--- config.mk ---
export PLATFORM = sky130hd
export DESIGN_NAME = sum_residue_serial_flat
export DESIGN_NICKNAME = d
export VERILOG_FILES = /design/src/rtl/sum_residue_serial_if.sv /design/src/rtl/sum_residue_serial.sv /design/src/flat_wrapper.sv
export SDC_FILE = /design/constraint.sdc
export NUM_CORES = 1
export LEC_CHECK = 0
export BUFFER_PORTS_ARGS = -buffer_cell sky130_fd_sc_hd__buf_2
export CAP_MARGIN = 10
export CORE_MARGIN = 1
export CORE_UTILIZATION = 40
export CTS_CLUSTER_SIZE = 12
export DETAILED_ROUTE_END_ITERATION = 16
export GPL_TIMING_DRIVEN = 0
export PLACE_DENSITY_LB_ADDON = 0.12
export SLEW_MARGIN = 25
export SYNTH_ARGS = -nofsm -noshare
export SYNTH_HDL_FRONTEND = slang
export SYNTH_SLANG_ARGS = --single-unit
--- constraint.sdc ---
create_clock -name clk -period 5.6 [get_ports clk]
set_clock_uncertainty 0.2 [all_clocks]
set_input_delay 1.12 -clock clk [delete_from_list [all_inputs] [get_ports clk]]
set_output_delay 1.12 -clock clk [all_outputs]
set_load 0.02 [all_outputs]
--- src/rtl/sum_residue_serial_if.sv ---
// rtl/sum_residue_serial_if.sv - handshake bundle for the serial sum-residue solver
interface sum_residue_serial_if #(
  parameter int WIDTH   = 5,
  parameter int NUM_OPS = 11
);
  localparam int CW = $clog2(NUM_OPS);

  logic             sum_valid;
  logic [WIDTH-1:0] sum_in;
  logic             sum_ready;
  logic             op_valid;
  logic [WIDTH-1:0] op_in;
  logic             op_ready;
  logic             res_valid;
  logic [WIDTH-1:0] res_out;
  logic             res_ready;
  logic             busy;
  logic [CW-1:0]    op_count;

  modport slave (
    input  sum_valid, sum_in, op_valid, op_in, res_ready,
    output sum_ready, op_ready, res_valid, res_out, busy, op_count
  );

  modport master (
    output sum_valid, sum_in, op_valid, op_in, res_ready,
    input  sum_ready, op_ready, res_valid, res_out, busy, op_count
  );
endinterface

--- src/rtl/sum_residue_serial.sv ---
// rtl/sum_residue_serial.sv - recovers the missing operand of an NUM_OPS-input modular sum
module sum_residue_serial #(
  parameter int WIDTH   = 5,
  parameter int NUM_OPS = 11
) (
  input logic               clk,
  input logic               rst,
  sum_residue_serial_if.slave bus
);
  localparam int            CW       = $clog2(NUM_OPS);
  localparam logic [CW-1:0] LAST_IDX = CW'(NUM_OPS - 2);

  typedef enum logic [1:0] {IDLE, COLLECT, DONE} state_t;

  state_t           state;
  state_t           state_nxt;
  logic [WIDTH-1:0] acc;
  logic [WIDTH-1:0] res_q;
  logic [CW-1:0]    cnt;
  logic             sum_fire;
  logic             op_fire;
  logic             res_fire;
  logic             last_op;
  logic [WIDTH-1:0] acc_sub;

  assign sum_fire = (state == IDLE)    && bus.sum_valid;
  assign op_fire  = (state == COLLECT) && bus.op_valid;
  assign res_fire = (state == DONE)    && bus.res_ready;
  assign last_op  = op_fire && (cnt == LAST_IDX);
  assign acc_sub  = acc - bus.op_in;

  always_ff @(posedge clk or posedge rst) begin
    if (rst) begin
      state <= IDLE;
    end else begin
      state <= state_nxt;
    end
  end

  always_comb begin
    state_nxt = state;
    case (state)
      IDLE:    if (sum_fire) state_nxt = COLLECT;
      COLLECT: if (last_op)  state_nxt = DONE;
      DONE:    if (res_fire) state_nxt = IDLE;
      default: state_nxt = IDLE;
    endcase
  end

  // res_q is loaded with the post-subtraction value so it already includes the last operand
  always_ff @(posedge clk or posedge rst) begin
    if (rst) begin
      acc   <= '0;
      cnt   <= '0;
      res_q <= '0;
    end else if (sum_fire) begin
      acc <= bus.sum_in;
      cnt <= '0;
    end else if (op_fire) begin
      acc <= acc_sub;
      cnt <= cnt + CW'(1);
      if (last_op) begin
        res_q <= acc_sub;
      end
    end else if (res_fire) begin
      cnt <= '0;
    end
  end

  assign bus.sum_ready = (state == IDLE);
  assign bus.op_ready  = (state == COLLECT);
  assign bus.res_valid = (state == DONE);
  assign bus.busy      = (state == COLLECT) || (state == DONE);
  assign bus.res_out   = res_q;
  assign bus.op_count  = cnt;
endmodule

--- src/flat_wrapper.sv ---
// flat-port wrapper written by rule: the top's interface ports become plain ports
module sum_residue_serial_flat 
#(
  parameter int WIDTH   = 5,
  parameter int NUM_OPS = 11
)
  (clk, rst, bus_sum_valid, bus_sum_in, bus_op_valid, bus_op_in, bus_res_ready, bus_sum_ready, bus_op_ready, bus_res_valid, bus_res_out, bus_busy, bus_op_count);
  sum_residue_serial_if #(.WIDTH(WIDTH), .NUM_OPS(NUM_OPS)) bus_i ();
  input logic clk;
  input logic rst;
  input wire logic [$bits(bus_i.sum_valid)-1:0] bus_sum_valid;
  input wire logic [$bits(bus_i.sum_in)-1:0] bus_sum_in;
  input wire logic [$bits(bus_i.op_valid)-1:0] bus_op_valid;
  input wire logic [$bits(bus_i.op_in)-1:0] bus_op_in;
  input wire logic [$bits(bus_i.res_ready)-1:0] bus_res_ready;
  output wire logic [$bits(bus_i.sum_ready)-1:0] bus_sum_ready;
  output wire logic [$bits(bus_i.op_ready)-1:0] bus_op_ready;
  output wire logic [$bits(bus_i.res_valid)-1:0] bus_res_valid;
  output wire logic [$bits(bus_i.res_out)-1:0] bus_res_out;
  output wire logic [$bits(bus_i.busy)-1:0] bus_busy;
  output wire logic [$bits(bus_i.op_count)-1:0] bus_op_count;
  assign bus_i.sum_valid = bus_sum_valid;
  assign bus_i.sum_in = bus_sum_in;
  assign bus_i.op_valid = bus_op_valid;
  assign bus_i.op_in = bus_op_in;
  assign bus_i.res_ready = bus_res_ready;
  assign bus_sum_ready = bus_i.sum_ready;
  assign bus_op_ready = bus_i.op_ready;
  assign bus_res_valid = bus_i.res_valid;
  assign bus_res_out = bus_i.res_out;
  assign bus_busy = bus_i.busy;
  assign bus_op_count = bus_i.op_count;
  sum_residue_serial #(.WIDTH(WIDTH), .NUM_OPS(NUM_OPS)) u_core (.clk(clk), .rst(rst), .bus(bus_i));
endmodule
-- Yosys cells after proc, flatten, opt, wreduce, memory -nomap -nowiden
Index checks and enable logic that the tools add are counted.
- $mul: 0
- reduce and logical (&&, ||, !) cells: 10
- add/sub/neg operators: 2
- div/mod/pow operators: 0
- magnitude comparators: 0
- eq/ne operators: 6
- shift-type cells: 0
- mux-type cells: 9
- bitwise logic cells: 1
- operators with widths (kind ; count):
    $mux W4 ; 3
    $mux W5 ; 2
    $mux W2 ; 3
    $ne A2 B1 Y1 const B ; 3
    $pmux W2 S3 ; 1
    $reduce_and A3 Y1 ; 2
    $sub A5 B5 Y5 ; 1
    $add A4 B1 Y4 const B ; 1
    $eq A4 B4 Y1 const B ; 1
    $logic_and A1 B1 Y1 ; 4
    $reduce_bool A3 Y1 ; 1
    $eq A2 B1 Y1 const B ; 1
    $eq A2 B2 Y1 const B ; 1
    $logic_not A2 Y1 ; 1
    $reduce_bool A2 Y1 ; 1
    $logic_or A1 B1 Y1 ; 1
    $not A1 Y1 ; 1
- latch bits: 0
- logic and storage cells: 32
- output and inout port bits: 13
- memories kept: 0
- RAM bits: 0
- memory bits (read-only): 0
- input port bits: 15
- register bits after elaboration: 16

-- Logic depth before layout (Yosys ltp)
- word-level depth: 5
- gate-level depth with buffers: 9
- gate-level depth less buffers: 9

-- Worst setup path before layout
No wires, ideal clock.
- path kind: in2reg
- start point: input port bus_op_in[0]
- end point: register u_core.acc[4]
- data arrival time: 2.602 ns
- data required time: 5.269 ns
- slack: 2.667 ns
- stages on the path: 8
- buffers on the path: 0
- library setup time: 0.131 ns
- cells stage by stage: ha_1 -> inv_1 -> fa_1 -> a21o_1 -> a21oi_2 -> xnor2_1 -> and3_1 -> or3_1
- cells in the longest elaborated chain, start to end: 3
- ends and longest elaborated chain (what ; line ; source):
    from (decl) ; flat_wrapper.sv:14 ; input wire logic [$bits(bus_i.op_in)-1:0] bus_op_in;
    $sub A5 B5 Y5 ; sum_residue_serial.sv:30 ; assign acc_sub = acc - bus.op_in;
    $mux W5 ; sum_residue_serial.sv:59 ; end else if (op_fire) begin
    $mux W5 ; sum_residue_serial.sv:56 ; end else if (sum_fire) begin
    to (signal assigned) ; sum_residue_serial.sv:57 ; acc <= bus.sum_in;
    to (signal assigned) ; sum_residue_serial.sv:60 ; acc <= acc_sub;
    to (decl) ; sum_residue_serial.sv:17 ; logic [WIDTH-1:0] acc;
Every way passes these cells. The select of a mux whose other input is x is not followed.
A chain may end at the register's enable or synchronous reset.

-- Worst setup path in the final report
Same ends and word-level chain as after synthesis.

==> flow_summary_export.csv <==
group,metric,value,unit
yosys,synthCells,102,
critical_path,slowest_stage,"fa_1",
min_path,hold_class,"flop to flop",
place,gp_congestion,0.7059,
sta,finalSetupTns,0,ns
floorplan,io_pins,28,
clocking,cts_buffers,3,
critical_path,cp_data_arrival_time,2.83,ns
layout,final_common_cell,"buf_2",
clocking,clk_pin_slew,0.10,ns
sta,finalSetupViolCount,0,
place,place_hpwl,1482,µm
floorplan,row_count,17,
critical_path,crit_type,"input pin to flop",
drt,first_iter_violations,13,
critical_path,crit_end,"u_core.acc[4]",
critical_path,crit_path_max_fanout,4,
flow_run,drv_cap,0,
sta,worst_pin_slew,0.6401,ns
layout,fillers,227,
global_route,grt_max_degree,17,
pwr,p_total,0.4817,mW
floorplan,start_util,42.90,%
yosys,avgSynthCellArea,9.482,µm²
global_route,grt_pass1_wl,3098,µm
global_route,grt-ovfl-total,0,
drt,routed_via_density,4.975,
critical_path,worst_setup_path_end_kind,"flop",
critical_path,required,5.57,ns
sta,max_slew_margin,57.28,%
pwr,power.density,410.4,mW/mm²
layout,drive_gt1_share,29.32,%
drt,wl,1876,µm
critical_path,slowest_delay,0.41,ns
clocking,postCtsSetupBuffers,0,
critical_path,cp-start-kind,"input pin",
place,port_buffers,27,
yosys,synth-seq-cells,16,
global_route,grt_pass1_vias,741,
layout,antenna_cells,0,
layout,mostFrequentLayoutCells,"buf_2, dfrtp_1, nand2_1",
critical_path,path_cells,"buf_2 > ha_1 > inv_1 > fa_1 > a21o_1 > a21oi_2 > xnor2_1 > and3_1 > or3_1",
sta,slew_viol_final,0,
clocking,clk_path_buf_depth,2,
critical_path,setup.worst_path.start,"bus_op_in[0]",
outcome,status,"finished, final reports clean",
critical_path,rrSetupSlack,3.21,ns
yosys,netlist-cell-type-count,28,
clocking,clk_latency,0.28,ns
yosys,synth-warning-count,0,
critical_path,regToRegEndpoint,"u_core.acc[4]",
yosys,netlist_area,967.2,µm²
floorplan,die-area,0.002618,mm²
sta,hold_viol,0,
floorplan,die_y,51.17,µm
sta,period_share,51.10,%
sta,rsz0062_at_grt,"no",
drt,ant_nets,0,
global_route,grtUsageTotal,16.12,%
drt,wl_per_cell,11.65,µm
sta,finalCriticalPeriod,2.862,ns
clocking,root_buffer,"clkbuf_4",
drt,drc,0,
clocking,cts_resized,0,
layout,num-nets-final,160,
pwr,power_leakage,0.6346,nW
clocking,clkSinkCount,16,
layout,area_delta_synth_final,21.35,%
sta,max_clock_freq,349.4,MHz
yosys,synth_nets,128,
global_route,antenna_found_initial,0,
floorplan,coreArea,0.002255,mm²
drt,num_vias,801,
clocking,postCtsHoldBufs,0,
critical_path,r2r_start,"u_core.acc[0]",
critical_path,reg2reg_depth,9,
clocking,cts_tree,"built",
drt,drt-pass1-iter-count,4,
clocking,htreeDepth,1,
floorplan,die_w,51.17,µm
pwr,ir_drop,0.0002241,V
yosys,synth-seq-area-share,41.40,%
## worst min path at each step
stage	cells after the start	slack, ns	end	startpoint
final	2	0.29	u_core.bus.res_out[4]	u_core.bus.res_out[4]
after global routing	2	0.32	u_core.bus.res_out[0]	u_core.bus.res_out[0]
after CTS	2	0.29	u_core.bus.res_out[0]	u_core.bus.res_out[0]
after detailed placement	2	0.27	u_core.bus.res_out[0]	u_core.bus.res_out[0]
after global placement	2	0.26	u_core.bus.res_out[0]	u_core.bus.res_out[0]
after floorplan	1	0.28	u_core.acc[3]	u_core.acc[3]
## registers in the layout, indices dropped and copies added (netlist names)
signal / count
u_core.acc: 5
u_core.bus.op_count: 4
u_core.bus.res_out: 5
u_core.state: 2
## final cells by class
class	count	area, µm²	area share (%)
tap	28	35.03	2.985
timing repair buffer	27	135.1	11.51
inverter	11	41.29	3.518
buffer	1	5.005	0.4264
clock buffer	4	36.28	3.092
sequential	16	400.4	34.12
multi-input combinational	74	520.5	44.35
## synthesized netlist by cell type
library cell  number  area, µm²
a31oi_1            1      6.260
nand3_1            3      15.01
dfrtp_1           16      400.4
inv_1             11      41.29
mux2_2             3      33.78
o21ai_0           10      50.05
o22ai_1            1      6.260
fa_1               1      20.02
buf_2              1      5.000
a21oi_1            6      30.03
a21o_1             2      15.01
xnor2_1            3      26.28
and2_1             1      6.260
nor3_2             1      10.01
a22o_1             1      8.760
a221o_1            1      10.01
nor2_4             1      11.26
nand4_1            1      6.260
a21oi_2            1      8.760
o22a_1             1      8.760
mux2i_1            1      10.01
nor3_1             1      5.000
or3_1              2      12.51
a21boi_2           1      11.26
nor2_1             6      22.52
ha_1              10      125.1
nand2_1           13      48.80
and3_1             2      12.51
## worst max-delay path, delay by kind of cell
family                   cells  cell delay, ns
adder cells (fa/ha/maj)      2            0.56
AND/OR/NAND/NOR              2            0.54
AO/OA/AOI/OAI                2            0.35
buffers and inverters        2            0.15
XOR/XNOR                     1            0.12
## routing by layer
layer / up-vias / global-route usage [%] / share of wire, %
li1: 419 / - / -
met1: 361 / 20.49 / 50
met2: 19 / 27.19 / 45
met3: 2 / 2.976 / 4.1
met4: 0 / 5.556 / 0.91
met5: - / 0 / 0
## stage by stage
stage	util, %	instance area [µm²]	cells	setup WS [ns]	hold slack (ns)
floorplan	-	967.2	102	2.667	0.2841
global placement	50.44	1137	157	2.488	0.2609
detailed placement	50.44	1137	157	2.438	0.2698
CTS	52.05	1174	161	2.738	0.2924
global route	52.05	1174	161	2.671	0.3179
finish	52.05	1174	161	2.738	0.2932
## cell families (layout without fill, tap and decap cells)
kind of cell / count (synthesis) / after routing / share of synthesized area (%)
xor gates and xnor gates: 3 / 3 / 2.717
muxes: 4 / 4 / 4.528
adders and majority gates: 11 / 11 / 15.01
buffers and inverters: 12 / 43 / 4.786
AOI/OAI and AO/OA: 25 / 25 / 16.04
DFF: 16 / 16 / 41.40
and+or+nand+nor: 31 / 31 / 15.52
## report_power, final
part / leakage [nW] / switching, mW / internal (mW)
Combinational: 0.403 / 0.135 / 0.102
Sequential: 0.210 / 0.0265 / 0.144
Clock: 0.0210 / 0.0354 / 0.0395
Total: 0.635 / 0.197 / 0.285
(Power assumes the default switching activity.)
